<file path="config.mk">
export PLATFORM = sky130hd
export DESIGN_NAME = uart_rx_fifo
export DESIGN_NICKNAME = d
export VERILOG_FILES = /design/src/rtl/uart_rx_fifo.sv
export SDC_FILE = /design/constraint.sdc
export NUM_CORES = 1
export LEC_CHECK = 0
export ABC_AREA = 1
export BUFFER_PORTS_ARGS = -buffer_cell sky130_fd_sc_hd__clkbuf_2
export CAP_MARGIN = 20
export CORE_AREA = 2 2 115 117
export CTS_BUF_LIST = sky130_fd_sc_hd__clkbuf_8
export DETAILED_ROUTE_END_ITERATION = 16
export DIE_AREA = 0 0 117 119
export HOLD_SLACK_MARGIN = 0.12
export PLACE_DENSITY_LB_ADDON = 0.15
export SLEW_MARGIN = 20
export SYNTH_ARGS = -nofsm -noshare
export SYNTH_HDL_FRONTEND = slang
export SYNTH_SLANG_ARGS = --single-unit
export TNS_END_PERCENT = 5
</file>
<file path="constraint.sdc">
create_clock -name clk -period 5.8 [get_ports clk]
set_input_delay 1.16 -clock clk [delete_from_list [all_inputs] [get_ports clk]]
set_output_delay 1.16 -clock clk [all_outputs]
set_load 0.02 [all_outputs]
</file>
<file path="src/rtl/uart_rx_fifo.sv">
// uart_rx_fifo: receive-side byte FIFO.
// Acks every UART byte; drops and flags bytes that arrive when full.
module uart_rx_fifo #(
  parameter int DEPTH_BITWIDTH = 4,
  parameter int DATA_WIDTH     = 8
) (
  input  logic                    clk,
  input  logic                    rst_n,
  input  logic                    rx_dr,
  input  logic [DATA_WIDTH-1:0]   rx_data,
  output logic                    rx_go,
  input  logic                    rd_en,
  output logic [DATA_WIDTH-1:0]   rd_data,
  output logic                    empty,
  output logic                    full,
  output logic [DEPTH_BITWIDTH:0] count,
  output logic                    overflow,
  input  logic                    overflow_clear
);

  localparam int DEPTH = 1 << DEPTH_BITWIDTH;
  localparam logic [DEPTH_BITWIDTH:0] DEPTH_C =
    (DEPTH_BITWIDTH+1)'(DEPTH);
  localparam logic [DEPTH_BITWIDTH:0] ONE_C =
    (DEPTH_BITWIDTH+1)'(1);
  localparam logic [DEPTH_BITWIDTH-1:0] PTR_ONE =
    DEPTH_BITWIDTH'(1);

  typedef enum logic {
    RECEIVE = 1'b0,
    ACK     = 1'b1
  } state_t;

  state_t state;
  state_t state_nx;

  logic [DATA_WIDTH-1:0]     mem [DEPTH];
  logic [DEPTH_BITWIDTH-1:0] wr_ptr;
  logic [DEPTH_BITWIDTH-1:0] rd_ptr;

  logic capture;
  logic push;
  logic pop;
  logic drop;

  assign empty = (count == '0);
  assign full  = (count == DEPTH_C);

  // A full FIFO still accepts if the same-cycle pop frees a slot
  assign capture = (state == RECEIVE) && rx_dr;
  assign pop     = rd_en && !empty;
  assign push    = capture && (!full || rd_en);
  assign drop    = capture && !push;

  assign rd_data = empty ? '0 : mem[rd_ptr];

  // Receive handshake state register
  always_ff @(posedge clk or negedge rst_n) begin
    if (!rst_n) state <= RECEIVE;
    else        state <= state_nx;
  end

  // Next state and rx_go; ACK holds until rx_dr drops
  always_comb begin
    state_nx = state;
    rx_go    = 1'b0;
    unique case (state)
      RECEIVE: begin
        rx_go = 1'b1;
        if (rx_dr) state_nx = ACK;
      end
      ACK: begin
        if (!rx_dr) state_nx = RECEIVE;
      end
      default: state_nx = RECEIVE;
    endcase
  end

  // Storage array, intentionally not reset
  always_ff @(posedge clk) begin
    if (push) mem[wr_ptr] <= rx_data;
  end

  // Pointers and occupancy
  always_ff @(posedge clk or negedge rst_n) begin
    if (!rst_n) begin
      wr_ptr <= '0;
      rd_ptr <= '0;
      count  <= '0;
    end else begin
      if (push) wr_ptr <= wr_ptr + PTR_ONE;
      if (pop)  rd_ptr <= rd_ptr + PTR_ONE;
      if (push && !pop)      count <= count + ONE_C;
      else if (pop && !push) count <= count - ONE_C;
    end
  end

  // Sticky drop flag; a drop beats a clear
  always_ff @(posedge clk or negedge rst_n) begin
    if (!rst_n)              overflow <= 1'b0;
    else if (drop)           overflow <= 1'b1;
    else if (overflow_clear) overflow <= 1'b0;
  end

endmodule

</file>
==> After elaboration in Yosys (flattened, before gate mapping) <==
Memories as Yosys holds them, arrays and structs flattened.
Index checks and enable logic that the tools add are counted.
{ "totals": {"ff_bits": 15, "latch_bits": 0, "mem_bits_rw": 128, "romBits": 0, "in_bits": 13, "output_inout_bits": 17, "word_cells": 35, "n_memories": 1} }
{ "mem_list": {"columns": ["name", "words", "width", "rd", "rd_clocked_by_memory_dff", "write_ports", "line_no", "rtl"], "rows": [
  ["mem", 16, 8, 1, 0, 1, "37", "logic [DATA_WIDTH-1:0] mem [DEPTH];"]
]} }
{ "op_classes": {"n_addsub": 4, "n_mul": 0, "n_div": 0, "n_lt_le_gt_ge": 0, "eq_ne": 1, "n_shift": 0, "muxes": 9, "bitwise": 1, "reduce_logical": 14} }
{ "ops": {"columns": ["operator", "n"], "rows": [
  ["$mux W5", 2],
  ["$add A4 B1 Y4 const B", 2],
  ["$mux W8", 1],
  ["$logic_and A1 B1 Y1", 6],
  ["$mux W1", 6],
  ["$add A5 B1 Y5 const B", 1],
  ["$eq A5 B5 Y1 const B", 1],
  ["$logic_not A5 Y1", 1],
  ["$sub A5 B1 Y5 const B", 1],
  ["$logic_not A1 Y1", 4],
  ["$reduce_bool A2 Y1", 2],
  ["$logic_or A1 B1 Y1", 1],
  ["$not A1 Y1", 1]
]} }

==> Logic depth before layout (Yosys ltp) <==
{ "logic_depth": {"word_depth": 8, "ltp_mapped": 15, "depth_no_buf": 15} }

==> Worst setup path after synthesis <==
Ideal clock, no wire load.
{ "synth_timing": {"kind": "input port to flip-flop", "start": "in rx_dr", "end": "reg count[4]", "setup_time_ps": 66, "arrival_ps": 2731, "required_time_ps": 5734, "setup_slack_ps": 3003, "path_stages": 13, "n_path_buf": 0, "path_cell_list": "inv_1 nor2_1 nand2_4 inv_4 ha_1 inv_1 fa_1 nand2_1 nand2_1 a21oi_1 xor2_1 nand2_1 nand2_1"} }
{ "synth_via": {"elab_chain_len": 5, "elab_cells_between_ends": 7, "cone_classes": "mux: 1; reduce/logical: 6"} }
{ "synth_rtl": {"columns": ["element", "line_no", "rtl"], "rows": [
  ["start: declaration", "9", "input logic rx_dr,"],
  ["$logic_and A1 B1 Y1 (*)", "50", "assign capture = (state == RECEIVE) && rx_dr;"],
  ["$logic_and A1 B1 Y1 (*)", "52", "assign push = capture && (!full || rd_en);"],
  ["via push", "42", "logic push;"],
  ["$logic_not A1 Y1", "94", "else if (pop && !push) count <= count - ONE_C;"],
  ["$logic_and A1 B1 Y1", "94", null],
  ["$reduce_bool A2 Y1 (no source line)", null, null],
  ["end signal: assignment", "93", "if (push && !pop) count <= count + ONE_C;"],
  ["end signal: assignment", "94", null],
  ["end: declaration", "16", "output logic [DEPTH_BITWIDTH:0] count,"]
]} }
Mark *: on every way through the listed nets, which the timed path passes. The rest lies on a longest branch.
A chain may end at the register's enable or synchronous reset.

==> Final worst setup path <==
{ "layout_timing": {"start": "reg rd_ptr[1]", "end": "out rd_data[1]"} }
{ "layout_via": {"elab_chain_len": 2} }
{ "layout_rtl": {"columns": ["element", "line_no", "rtl"], "rows": [
  ["start: declaration", "39", "logic [DEPTH_BITWIDTH-1:0] rd_ptr;"],
  ["start signal: assignment", "92", "if (pop) rd_ptr <= rd_ptr + PTR_ONE;"],
  ["$mem_v2 Z16 W8", null, null],
  ["$mux W8", "55", "assign rd_data = empty ? '0 : mem[rd_ptr];"],
  ["end: declaration", "13", "output logic [DATA_WIDTH-1:0] rd_data,"]
]} }
Every way passes these cells.

==> results.md <==
Layout:
- The area growth from synthesis to layout is 11.4%.
- The count of placed standard cells in the final layout, fillers left out is 762.
- The number of filler instances in the final layout is between 1000 and 1500.
- The multi-input combinational cells in the finished layout cover a total of between 0.0015 and 0.002 mm2.
- The finished cells cover just under 0.007 mm2.
- At the end of the flow, the number of nets in the layout was around 600.
- Of the cells placed in the final design, the portion with a size suffix greater than 1 is 0.154.
- The final antenna diode count is 0.
- Registers take ~0.0042 mm2.

Floorplan:
- The full die area is 0.0139 mm2.
- Measured along the y axis, the die boundary spans ~120 um.
- The core footprint is between 0.01 and 0.015 mm2.
- Row generation in the floorplan step produced 42 rows.
- The die is approximately 120 um wide.
- The initial core utilization is 0.479.
- For this design the top-level I/O count stands at 30.

Place:
- The placed cell count is about 730.
- The detailed placement HPWL is 8620 um.
- Summing all placed instances gives a cell area of approximately 0.0065 mm2.
- The routability congestion estimate from global placement is approximately 0.83.
- Input and output buffers added on the ports amount to 29.
- The worst slack after detailed placement is roughly 2.4 ns.

Timing:
- The final worst clock skew is approximately 0.011 ns.
- The final count of pins violating max slew is 0.
- The final setup slack of the worst path is 2.10 ns.
- The final hold violation count is 0.
- Summed over all failing endpoints, the final setup total negative slack is 0 ns.
- The worst slew margin relative to its limit is 0.278.
- For the pin with the worst max-slew slack, the measured transition is roughly 1.1 ns.
- The post-route clock period utilization is 0.637.
- The top achievable clock speed is 0.271 GHz.
- Setup repair after global routing left no endpoint under its margin.
- The number of setup violations in the final report is 0.
- The clock period minus final worst setup slack is about 3.7 ns.

Critical path:
- The required time of the worst setup path is ~4.6 ns.
- The worst setup path is launched from a flop.
- The signal arrival time at the worst endpoint is around 2.5 ns.
- The delay contributed by the slowest stage of the critical path is approximately 0.40 ns.
- On the critical path, the stage with the largest delay is an instance of sky130_fd_sc_hd__inv_2.
- The kind of capture point of the worst setup path is a primary output.
- The critical path class is flop to primary output.
- The highest net fanout along the worst path is 35.
- Walking the worst path, the cells encountered are buf_4 > inv_2 > nand3_1 > nand3_1 > nand2_1 > nand2_1 > a21oi_1 > clkbuf_2.

CTS:
- The clock tree synthesis step divided the H-tree into 4 levels.
- The quantity of gates resized following cts is 0.
- In this run the deepest clock path goes through 2 buffers.
- The number of clock sinks is 143.
- The TritonCTS clock tree is yes.
- Clock-pin slew was measured on the worst setup and hold paths at roughly 0.070 ns.
- At the later pin of the worst-skew pair, clock insertion delay measures approximately 0.45 ns.
- The tree is rooted in a sky130_fd_sc_hd__clkbuf_8.
- The total clock buffers created by CTS is 17.
- Post-CTS timing repair inserted 0 buffers for setup.
- In this run, post-CTS hold repair placed 0 buffers.

Routing:
- Wire segments on met2 add up to roughly 7000 um in the final route.
- The starting DRC count in detailed routing is roughly 270.
- The ratio of routed vias to standard cells is about 5.3.
- Summed over all nets, wire length on met3 after detailed routing comes to roughly 780 um.
- The routed wire length per instance is 18.6 um.
- The sum of routed wire segments on met1 is slightly above 6000 um.
- In this run the top signal layer used is met4.
- The total number of vias is 4045.
- The first TritonRoute pass finished after 4 iterations.
- The remaining design rule violation count is 0.
- The final layout contains routed wiring with a total length of roughly 14000 um.
- Once detail routing completed, the nets flagged for antenna violations numbered 0.

Synthesis:
- Summing every instance area after synthesis gives around 0.006 mm2.
- sky130_fd_sc_hd__edfxtp_1 takes more of the synthesized area than any other cell.
- The number of nets in the synthesized netlist is between 500 and 600.
- The sequential-to-total area share from yosys stat is 0.684.
- By area the synthesized netlist is led by sky130_fd_sc_hd__edfxtp_1 (62%), sky130_fd_sc_hd__nand2_1 (11%), sky130_fd_sc_hd__nand3_1 (8.4%), sky130_fd_sc_hd__dfrtp_1 (6.1%), sky130_fd_sc_hd__ha_1 (1.8%).
- The synthesized netlist contains 26 unique library cells.
- Counting every instance in the synthesized netlist gives about 540.
- The share of synthesized area in the top cell type comes to 0.624.
- Yosys printed 0 warnings.
- The flop and latch count out of synthesis is 143.
- The post-synthesis average cell area is about 11 um2.

Power:
- Of the total power, combinational logic draws 0.373.
- In this run the static leakage power is approximately 2.6 nW.
- The share of total power dissipated in the clock network is 0.242.
- The largest voltage drop on the vdd net is ~0.35 mV.
- The share of total power dissipated in sequential elements is 0.385.
- The switching power is 1.35 mW.
- The internal power of the cells totals ~2.1 mW.
- In this run the power density over the cells is approximately 500 mW/mm2.
- Of the total power, the share spent switching nets is 0.396.

Global routing:
- The total overflow left after global routing is 0.
- The number of antenna violations at the first check in global routing is 0.
- The global-route wire length before repair is 21800 um.
- Entering global routing, the biggest net connects between 60 and 70 pins.
- The global routing usage summed across all routing layers is 0.218.
- The via count of the first global-routing pass was ~4000.

Hold path:
- The worst min-delay path category is flop to flop.

Status:
- The run finished with clean final reports.

Job:
- The max-cap check violation count is 0.
cell families (layout without fill, tap and decap cells):
kind of cell / Yosys count / in the layout / synth area share
flip-flops: 143 / 143 / 0.684
XOR/XNOR: 9 / 9 / 0.0128
AO/OA/AOI/OAI: 15 / 15 / 0.0134
adder cells (fa/ha/maj): 10 / 10 / 0.0215
AND/OR/NAND/NOR: 314 / 314 / 0.223
buffers and inverters: 48 / 95 / 0.0445
stage by stage:
stage	util	total power [mW]	hold slack, ns
after detailed placement	0.501	2.60	0.507
after CTS	0.533	3.42	0.519
final	0.534	3.40	0.513
after global routing	0.534	3.62	0.542
after floorplan	-	2.27	0.515
after global placement	0.501	2.58	0.499
cell type report:
type                    instances  area share
well taps                     176      0.0321
clock buffers                  17      0.0341
clock inverters                14      0.0253
flip-flops and latches        143       0.614
multi-input cells             348       0.246
inverters                      22      0.0126
repair buffers                 42      0.0353
Yosys cell counts (all sizes together):
cell	n
edfxtp	128
clkbuf	2
nand3	104
inv	22
fa	1
dfrtp	15
a21oi	10
o21ai	5
ha	9
xor2	8
nor2	7
xnor2	1
nor3	16
nand2	187
buf	24
power groups by stage:
stage / clock [mW] / combinational [mW] / sequential, mW
2_1_floorplan: 0 / 0.960 / 1.31
3_3_place_gp: 0 / 1.26 / 1.32
3_5_place_dp: 0 / 1.27 / 1.33
4_1_cts: 0.835 / 1.28 / 1.31
5_1_grt: 0.876 / 1.42 / 1.32
6_report: 0.823 / 1.27 / 1.31
critical path: cells and delay by family, from the launching register on:
kind / cells / cell delay, ns
buf+inv: 3 / 1.02
compound gates: 1 / 0.28
simple gates: 4 / 0.44
flops: 1 / 0.33
cell usage in the layout, fill, tap and decap left out, types with 4 or more instances in the layout:
master                      netlist  final
sky130_fd_sc_hd__clkbuf_8         0     17
sky130_fd_sc_hd__nand3_1        104    104
sky130_fd_sc_hd__inv_2            6      5
sky130_fd_sc_hd__nor3_2           0      4
sky130_fd_sc_hd__clkinv_2         0      5
sky130_fd_sc_hd__buf_4            5     13
sky130_fd_sc_hd__inv_1           15     15
sky130_fd_sc_hd__nand2_1        183    183
sky130_fd_sc_hd__clkbuf_2         0     29
sky130_fd_sc_hd__edfxtp_1       128    128
sky130_fd_sc_hd__dfrtp_1         15     14
sky130_fd_sc_hd__ha_1             9      9
sky130_fd_sc_hd__a21oi_1         10     10
sky130_fd_sc_hd__bufinv_16        0      4
sky130_fd_sc_hd__nor3_1          16     12
sky130_fd_sc_hd__xor2_1           8      8
sky130_fd_sc_hd__nor2_1           5      5
state kept, by name, indices dropped and copies added, names as in the netlist:
signal	flops
count	5
mem	128
overflow	1
rd_ptr	4
state	1
wr_ptr	4
routing by layer:
| layer | global-route usage | up-vias |
|---|---|---|
| met5 | 0 | - |
| met4 | 0.0934 | 0 |
| met3 | 0.0534 | 23 |
| met2 | 0.345 | 104 |
| met1 | 0.286 | 1988 |
| li1 | - | 1930 |
final timing paths:
check	slack, ns	to	cells after the start	startpoint
setup / recovery	2.10	rd_data[1]	8	rd_ptr[1]
hold / removal	0.51	overflow	2	overflow
setup reg to reg	3.18	count[4]	15	count[0]
hold reg to reg	0.51	overflow	2	overflow
max in group asynchronous	4.88	rd_ptr[0]	1	rst_n
min in group asynchronous	0.62	wr_ptr[3]	1	rst_n
(Power assumes the default switching activity.)
